===== config.mk =====
export PLATFORM = sky130hd
export DESIGN_NAME = string_hw_arbiter
export DESIGN_NICKNAME = d
export VERILOG_FILES = /design/src/rtl/string_hw_arbiter.sv
export SDC_FILE = /design/constraint.sdc
export NUM_CORES = 1
export LEC_CHECK = 0
export BUFFER_PORTS_ARGS = -buffer_cell sky130_fd_sc_hd__buf_2
export CAP_MARGIN = 20
export CORE_UTILIZATION = 39
export CTS_CLUSTER_SIZE = 14
export DETAILED_ROUTE_END_ITERATION = 6
export PLACE_DENSITY = 0.78
export SLEW_MARGIN = 20
export SYNTH_ARGS = -nofsm -noshare
export SYNTH_HDL_FRONTEND = slang
export SYNTH_SLANG_ARGS = --single-unit
export TNS_END_PERCENT = 1

===== constraint.sdc =====
create_clock -name clk -period 1.5 [get_ports clk]
set_input_delay 0.225 -clock clk [delete_from_list [all_inputs] [get_ports clk]]
set_output_delay 0.225 -clock clk [all_outputs]
set_load 0.01 [all_outputs]

===== src/rtl/string_hw_arbiter.sv =====
// Two-requester round-robin arbiter fronting a shared string engine.
// Optional BUSY watchdog enabled by defining STRING_HW_ARB_TIMEOUT_EN.
module string_hw_arbiter #(
    parameter int SIZE           = 4,
    parameter int TIMEOUT_CYCLES = 255
) (
    input  logic                clk,
    input  logic                reset_n,
    input  logic [1:0]          req,
    input  logic [SIZE*8-1:0]   req_a0,
    input  logic [SIZE*8-1:0]   req_a1,
    input  logic [SIZE*8-1:0]   req_b0,
    input  logic [SIZE*8-1:0]   req_b1,
    input  logic [2:0]          req_index0,
    input  logic [2:0]          req_index1,
    input  logic [2:0]          req_length0,
    input  logic [2:0]          req_length1,
    output logic [1:0]          gnt,
    output logic [1:0]          rsp_valid,
    output logic [SIZE*8-1:0]   rsp_result,
    output logic                rsp_err,
    output logic                busy,
    output logic                eng_go,
    output logic [SIZE*8-1:0]   eng_a,
    output logic [SIZE*8-1:0]   eng_b,
    output logic [2:0]          eng_index,
    output logic [2:0]          eng_length,
    input  logic                eng_done,
    input  logic [SIZE*8-1:0]   eng_result
);

    localparam int W = SIZE * 8;

    typedef enum logic [1:0] {
        IDLE  = 2'd0,
        BUSY  = 2'd1,
        RESP  = 2'd2,
        DRAIN = 2'd3
    } state_t;

    state_t         state_q, state_d;
    logic           owner_q, owner_d;
    logic           last_q, last_d;
    logic [W-1:0]   a_q, a_d;
    logic [W-1:0]   b_q, b_d;
    logic [2:0]     index_q, index_d;
    logic [2:0]     length_q, length_d;
    logic [W-1:0]   res_q, res_d;
    logic           win;
    logic [1:0]     owner_oh;

`ifdef STRING_HW_ARB_TIMEOUT_EN
    localparam logic [7:0] TO_LAST = 8'(TIMEOUT_CYCLES - 1);
    logic           err_q, err_d;
    logic [7:0]     cnt_q, cnt_d;
`endif

    // Round-robin pick: a lone request wins, a tie goes to the one not served last.
    assign win = req[1] & (~req[0] | ~last_q);

    // Next-state and datapath capture.
    always_comb begin
        state_d  = state_q;
        owner_d  = owner_q;
        last_d   = last_q;
        a_d      = a_q;
        b_d      = b_q;
        index_d  = index_q;
        length_d = length_q;
        res_d    = res_q;
`ifdef STRING_HW_ARB_TIMEOUT_EN
        err_d    = err_q;
        cnt_d    = '0;
`endif
        unique case (state_q)
            IDLE: begin
                if (|req) begin
                    owner_d  = win;
                    a_d      = win ? req_a1 : req_a0;
                    b_d      = win ? req_b1 : req_b0;
                    index_d  = win ? req_index1 : req_index0;
                    length_d = win ? req_length1 : req_length0;
                    state_d  = BUSY;
                end
            end
            BUSY: begin
                if (eng_done) begin
                    res_d   = eng_result;
                    last_d  = owner_q;
                    state_d = RESP;
`ifdef STRING_HW_ARB_TIMEOUT_EN
                    err_d   = 1'b0;
                end else if (cnt_q == TO_LAST) begin
                    res_d   = '0;
                    err_d   = 1'b1;
                    last_d  = owner_q;
                    state_d = RESP;
                end else begin
                    cnt_d   = cnt_q + 8'd1;
`endif
                end
            end
            RESP: begin
                state_d = DRAIN;
            end
            DRAIN: begin
                if (!eng_done) begin
                    state_d = IDLE;
                end
            end
            default: begin
                state_d = IDLE;
            end
        endcase
    end

    // State and captured-data registers; pointer resets to 1 so requester 0 wins first.
    always_ff @(posedge clk or negedge reset_n) begin
        if (!reset_n) begin
            state_q  <= IDLE;
            owner_q  <= 1'b0;
            last_q   <= 1'b1;
            a_q      <= '0;
            b_q      <= '0;
            index_q  <= '0;
            length_q <= '0;
            res_q    <= '0;
        end else begin
            state_q  <= state_d;
            owner_q  <= owner_d;
            last_q   <= last_d;
            a_q      <= a_d;
            b_q      <= b_d;
            index_q  <= index_d;
            length_q <= length_d;
            res_q    <= res_d;
        end
    end

`ifdef STRING_HW_ARB_TIMEOUT_EN
    // Watchdog counter and error flag.
    always_ff @(posedge clk or negedge reset_n) begin
        if (!reset_n) begin
            cnt_q <= '0;
            err_q <= 1'b0;
        end else begin
            cnt_q <= cnt_d;
            err_q <= err_d;
        end
    end

    assign rsp_err = err_q;
`else
    assign rsp_err = 1'b0;
`endif

    assign owner_oh   = owner_q ? 2'b10 : 2'b01;
    assign busy       = (state_q != IDLE);
    assign eng_go     = (state_q == BUSY);
    assign gnt        = (state_q == BUSY || state_q == RESP) ? owner_oh : 2'b00;
    assign rsp_valid  = (state_q == RESP) ? owner_oh : 2'b00;
    assign rsp_result = res_q;
    assign eng_a      = a_q;
    assign eng_b      = b_q;
    assign eng_index  = index_q;
    assign eng_length = length_q;

endmodule


==> results of run 1 <==
## final cells by class
class / instances / area (um2) / share of cell area [%]
clock buffers: 10 / 229 / 3.41
clock inverters: 5 / 80.1 / 1.19
inverters: 3 / 11.3 / 0.168
well taps: 143 / 179 / 2.66
multi-input cells: 335 / 1840 / 27.4
repair buffers: 304 / 1720 / 25.6
flip-flops and latches: 106 / 2650 / 39.5
## sequential cells by signal, summed over array words and instances, names as in the netlist
register,cells
eng_a,32
owner_q,1
eng_b,32
rsp_result,32
eng_length,3
state_q,2
last_q,1
eng_index,3
## worst register-to-register path, cell delays in order, from the launching register on
cell	delay (ns)
dfrtp_1	0.39
buf_4	0.14
ha_2	0.19
nand2_2	0.08
buf_12	0.20
mux2_2	0.39
## routing by layer
metal	routed length (um)	global-route usage, %
met1	5420	26.9
met2	6560	37.8
met3	942	4.92
met4	216	7.91
met5	0	0
## cell families (layout without fill, tap and decap cells)
logic type               after synthesis  after routing  synth area share (%)
flip-flops                           106            106                  57.4
adder cells (fa/ha/maj)                5              5                  1.35
other                                  1              1                0.0812
AND/OR/NAND/NOR                      147            147                  12.2
buffers and inverters                 37            322                  3.95
multiplexers                          36             36                  8.72
AO/OA/AOI/OAI                        146            146                  16.3
## worst max-delay path by stage
stage / endpoint
finish: gnt[1]
global route: gnt[0]
CTS: gnt[0]
detailed placement: eng_a[23]
global placement: rsp_result[14]
floorplan: rsp_result[10]
## layout by cell type, fill, tap and decap left out, drive strengths merged, types with 3 or more instances in the layout
| cell type | instances |
|---|---|
| a21oi | 140 |
| buf | 303 |
| clkbuf | 10 |
| dfrtp | 105 |
| ha | 5 |
| inv | 3 |
| mux2 | 34 |
| nand2 | 72 |
| nor2 | 71 |
## timing repair
item	4_1_cts	5_1_grt
hold endpoints to repair	12	0
resized for setup	9	6
endpoints found under the setup margin	63	88
buffers inserted	2	0
hold buffers	1	0
## power breakdown
group / internal, mW / switching, mW
registers: 4.34 / 0.750
clock network: 1.45 / 1.02
logic: 3.02 / 3.46
total: 8.82 / 5.23
## through the flow
step                      setup slack (ns)  setup TNS [ns]  hold slack, ns
after floorplan                    -0.0202          -0.606         -0.0706
after global placement              0.0292               0           0.103
after detailed placement           -0.0381          -0.196           0.104
after CTS                           -0.111          -0.456          0.0930
after global routing                -0.157           -3.92          0.0965
final                              -0.0910          -0.389           0.101
==> results.md, run 1 <==
* Final Setup Violations at 18
* Hold-critical path depth at 3
* Crit path max fanout at 3
* Clock sink total at roughly 110
* Status: finished with violations
* Worst-Skew Late Latency at ~0.35 ns
* Die W at between 100 and 150 um
* Clock buffer count from CTS at 9
* Post-Route WL at 13.1 mm
* DPL Wire Length at roughly 9.5 mm
* Pwr dens at about 2100 nW/um2
* Count of state elements after synthesis at about 110
* Post-layout util at between 50% and 60%
* Initial core utilization at just over 40%
* Crit end category: output pin
* CTS HTree Levels at 3
* Layout area overhead at 45.4%
* Most common cell in the netlist: a21oi_1
* Core area at 11500 um2
* Critical Path Source Type: flop
* Root Buffer: clkbuf_16
* Hold Path End: eng_b[25]
* Violated checks: setup timing
* Critical-path top delay cell: dfrtp_1
* R2R setup slack at -0.01 ns
* Reg-to-reg critical path endpoint: rsp_result[12]
* Critical path depth at 5
* RR Startpoint: state_q[0]
* Async SR Flop Fraction at 100%
* Worst EP arrival at 1.37 ns
* Antenna violations before repair at 0
* Crit path buf inv count at 3
* Max-Cap Viols at 0
* I/O pins at between 200 and 300
* Clk pin slew, worst setup/hold paths at 0.07 ns
* Worst path cell trace: inv_2 -> buf_6 -> ha_4 -> and2_1 -> buf_2
* Commonest cells post-synth: a21oi_1 (140), dfrtp_1 (105), nand2_1 (72)
* Pleak at 3.40 nW
* Gr usage total at a little over a fifth
* PnR worst setup slack at -0.0910 ns
* Max-slew violations at 0
* Final worst path period share at 106%
* Pre-antenna DRT Iters at 4
* Yosys cell types at 21
* Hold Path Class: in -> reg
* Die height at between 100 and 150 um
* Net count, final at 941
* Avg Inst Size Synth at around 9.7 um2
* Largest net degree at the start of global routing at between 40 and 50
* Routed len/inst at ~15 um
* First-pass GRT wire length at about 21 mm
* # placed instances at about 890
* Slowest stage delay, CP at 0.39 ns
* Worst vdd ir at ~1.3 mV
* Worst hold start: req_b0[25]
* Vias in the first global route at about 4.4k
* Num rows at 39
* Routed vias at approximately 4.5k
* Critical path type: reg -> out
* Global placement routability congestion at about 0.78
* Die area at 12300 um2
* Mapped Cells at about 480
* Post-layout instance count excluding filler cells at between 900 and 1k
* Starting DRT DRC Count at slightly above 300
* Critical Path RT at ~1.3 ns
* Fmax at 629 MHz
* Post-synthesis sequential area ratio at approximately 57%
* Diode count at 0
* Tmin final at approximately 1.6 ns
* Clock skew at about 0.0085 ns
* FILL cells at a little over 1k
* Detail Route Antenna Nets at 0
* Top delay family on crit path: flip-flops
* Share of cells above drive strength 1 at between 40% and 50%
* CP startpoint: state_q[0]
* Placed cell area at 6320 um2
* Synthesized net count at 660
* Worst-case clock buffer depth at 2
* Post-synth EDFFs at 0
* Yosys warns at 0
* Via density at just under 5
* Synth area leader: dfrtp_1
* Worst Reg2Reg Path Length in Cells at 5
* Post-route total power at 14.0 mW
* Synth Cell Area at 4620 um2
* Final Hold Fails at 0
* Top cell type's share of synthesized area at 56.9%
* Cell area after layout at ~6700 um2
* RSZ-0062 raised after global routing: true
* TritonCTS clock tree: yes
* DRC viols at 0
* Main area contributors after synthesis: dfrtp_1 (57%), a21oi_1 (15%), mux2_2 (8.3%)
* GRT overflow at 0
* Port Buffers at roughly 280
* Synth Flop Type: dfrtp_1
No activity file was read; power rests on OpenSTA's default activity.
==> run 2: changes to the inputs <==
==> config.mk (replaced) <==
export PLATFORM = sky130hd
export DESIGN_NAME = string_hw_arbiter
export DESIGN_NICKNAME = d
export VERILOG_FILES = /design/src/rtl/string_hw_arbiter.sv
export SDC_FILE = /design/constraint.sdc
export NUM_CORES = 1
export LEC_CHECK = 0
export CAP_MARGIN = 20
export CORE_AREA = 2 2 111 113
export CTS_CLUSTER_SIZE = 14
export DETAILED_ROUTE_END_ITERATION = 6
export DIE_AREA = 0 0 113 115
export DONT_BUFFER_PORTS = 1
export PLACE_DENSITY = 0.56
export SYNTH_ARGS = -nofsm -noshare
export SYNTH_HDL_FRONTEND = slang
export SYNTH_SLANG_ARGS = --single-unit
export TNS_END_PERCENT = 1
==> results.md, run 2 (synthesized netlist as in run 1, its figures left out) <==
* Clock sink total at 106 (unchanged)
* Crit path max fanout at 3 (unchanged)
* Worst-Skew Late Latency at 0.33 ns (-0.02 ns)
* GRT overflow at 0 (unchanged)
* Post-layout instance count excluding filler cells at 635 (-30%)
* Post-Route WL at 12.3 mm (-6.3%)
* Status: finished with violations
* Die height at 115 um (+3.8%)
* Die area at 13000 um2 (+5.8%)
* Pleak at 2.37 nW (-30%)
* Critical Path Source Type: flop
* RR Startpoint: state_q[0]
* Most common cell after layout, fill and taps aside: a21oi_1
* Reg-to-reg critical path endpoint: rsp_result[21]
* Max-Cap Viols at 0 (unchanged)
* Global placement routability congestion at 0.759 (-2.9%)
* R2R setup slack at -0.01 ns (about the same)
* Max-slew violations at 0 (unchanged)
* Initial core utilization at 39.1% (-1.2 points)
* Gr usage total at 18.2% (-3.7 points)
* Via density at 5.53 (+11%)
* Crit end category: output pin
* Worst-case clock buffer depth at 2 (unchanged)
* Post-CTS Hold Fix Bufs at 6 (+5)
* Hold WS at -0.416 ns (-0.517 ns)
* Setup tns final at -0.142 ns (+0.247 ns)
* Clock skew at 0.00569 ns (-0.00283 ns)
* Critical-path top delay cell: dfrtp_1
* Final Hold Fails at 106 (+106)
* Routed len/inst at 19.4 um (+34%)
* Slew at the pin closest to its max-slew limit at around 0.53 ns
* Cell area after layout at 5440 um2 (-19%)
* PnR worst setup slack at -0.0345 ns (+0.0565 ns)
* Post-route total power at 12.8 mW (-9.2%)
* Pre-antenna DRT Iters at 7 (+3)
* CP startpoint: state_q[0]
* Violated checks: DRC, hold timing, setup timing
* Critical Path RT at 1.27 ns (about the same)
* # placed instances at 608 (-32%)
* Clock buffer count from CTS at 9 (unchanged)
* Share of cells above drive strength 1 at 19.3% (-29 points)
* Relative max-transition margin at approximately 64%
* TritonCTS clock tree: yes
* DRC viols at 18 (+18)
* Die W at 113 um (+2.0%)
* Root Buffer: clkbuf_16
* FILL cells at 1107 (+9.0%)
* DPL Wire Length at 8.68 mm (-8.9%)
* Post-layout util at 46.0% (-13 points)
* Diode count at 0 (unchanged)
* RSZ-0062 raised after global routing: true
* Slowest stage delay, CP at 0.38 ns (about the same)
* Port Buffers at 0 (-100%)
* Hold Path Class: in -> async
* First-pass GRT wire length at 18.4 mm (-15%)
* I/O pins at 286 (unchanged)
* Antenna violations before repair at 0 (unchanged)
* Worst EP arrival at 1.31 ns (-0.06 ns)
* Pwr dens at 2350 nW/um2 (+12%)
* Multi-input gate area at 1900 um2 (+3.3%)
* Detail Route Antenna Nets at 0 (unchanged)
* Core area at 11800 um2 (+3.0%)
* Num rows at 40 (+2.6%)
* Largest net degree at the start of global routing at 107 (+120%)
* Worst vdd ir at 0.897 mV (-30%)
* Final worst path period share at 102% (-3.8 points)
* Final Setup Violations at 9 (-9)
* Clk pin slew, worst setup/hold paths at 0.07 ns (about the same)
* Routed vias at 3513 (-22%)
* Layout area overhead at 17.7%
* CTS HTree Levels at 3 (unchanged)
* Register Area at 2650 um2 (unchanged)
* Critical path type: reg -> out
* Fmax at 652 MHz (+3.7%)
* Net count, final at 667 (-29%)
* Tmin final at 1.53 ns (-0.0565 ns)
* Commonest non-fill, non-tap cells in the layout: a21oi_1 (135), dfrtp_1 (105), nand2_1 (71), nor2_1 (71), mux2_2 (33)
* Vias in the first global route at 3446 (-21%)
* Starting DRT DRC Count at 243 (-20%)
* Worst path cell trace: inv_2 -> buf_6 -> ha_4 -> nor2b_4
* Placed cell area at 4890 um2 (-23%)
* Worst Reg2Reg Path Length in Cells at 6 (+1)
-- run 2: changes by cell type in the layout (fill, tap and decap cells not counted), sizes merged --
cell,delta
buf,-280
dlygate4sd3,+5
clkinvlp,-2
a21boi,+1
bufinv,-1
clkinv,+1
inv,+1
-- run 2: worst max path at each step --
stage                endpoint  slack (ns)  cells past startpoint
6_report               gnt[0]       -0.03                      4
2_1_floorplan  rsp_result[10]       -0.02                      5
3_3_place_gp    eng_length[2]        0.04                      4
3_5_place_dp        eng_a[23]       -0.03                      4
4_1_cts                gnt[0]       -0.04                      4
5_1_grt                gnt[0]        -0.1                      4
-- run 2: metrics by stage --
step	setup WS (ns)	hold WS [ns]
global placement	0.0397	-0.0678
finish	-0.0345	-0.416
detailed placement	-0.0285	-0.0673
floorplan	-0.0202	-0.0706
global route	-0.0965	-0.441
CTS	-0.0376	-0.434
-- run 2: power by group --
part,total [mW],switching (mW),internal [mW]
Clock,2.32,0.992,1.33
Combinational,4.27,2.17,2.10
Sequential,6.17,1.82,4.35
-- run 2: critical path, delay by kind of cell (launching register included) --
family                     cells  cell delay (ns)
adders and majority gates      1             0.26
buffers and inverters          2             0.17
and+or+nand+nor                1             0.16
DFF                            1             0.38
-- run 2: final cells by class --
class | count | area share, %
Sequential cell | 106 | 48.8
Multi-Input combinational cell | 336 | 35.0
Timing Repair Buffer | 29 | 7.23
Clock buffer | 10 | 4.40
Tap cell | 147 | 3.38
Clock inverter | 4 | 0.967
Inverter | 3 | 0.207
-- run 2: metal layers --
metal  routed length [um]  GRT usage [%]  up-vias
li1                     -              -     1606
met1                 4700           22.2     1698
met2                 6310           30.9      205
met3                 1230           6.27        4
met4                   78           5.12        0
met5                    0              0        -
-- run 2: repair_timing --
| item | CTS | global route |
|---|---|---|
| endpoints found under the hold margin | 112 | 106 |
| endpoints found under the setup margin | 41 | 97 |
| cloned | 1 | 1 |
| setup buffers | 5 | 0 |
| gates resized for setup | 18 | 10 |
| pin swaps | 2 | 46 |
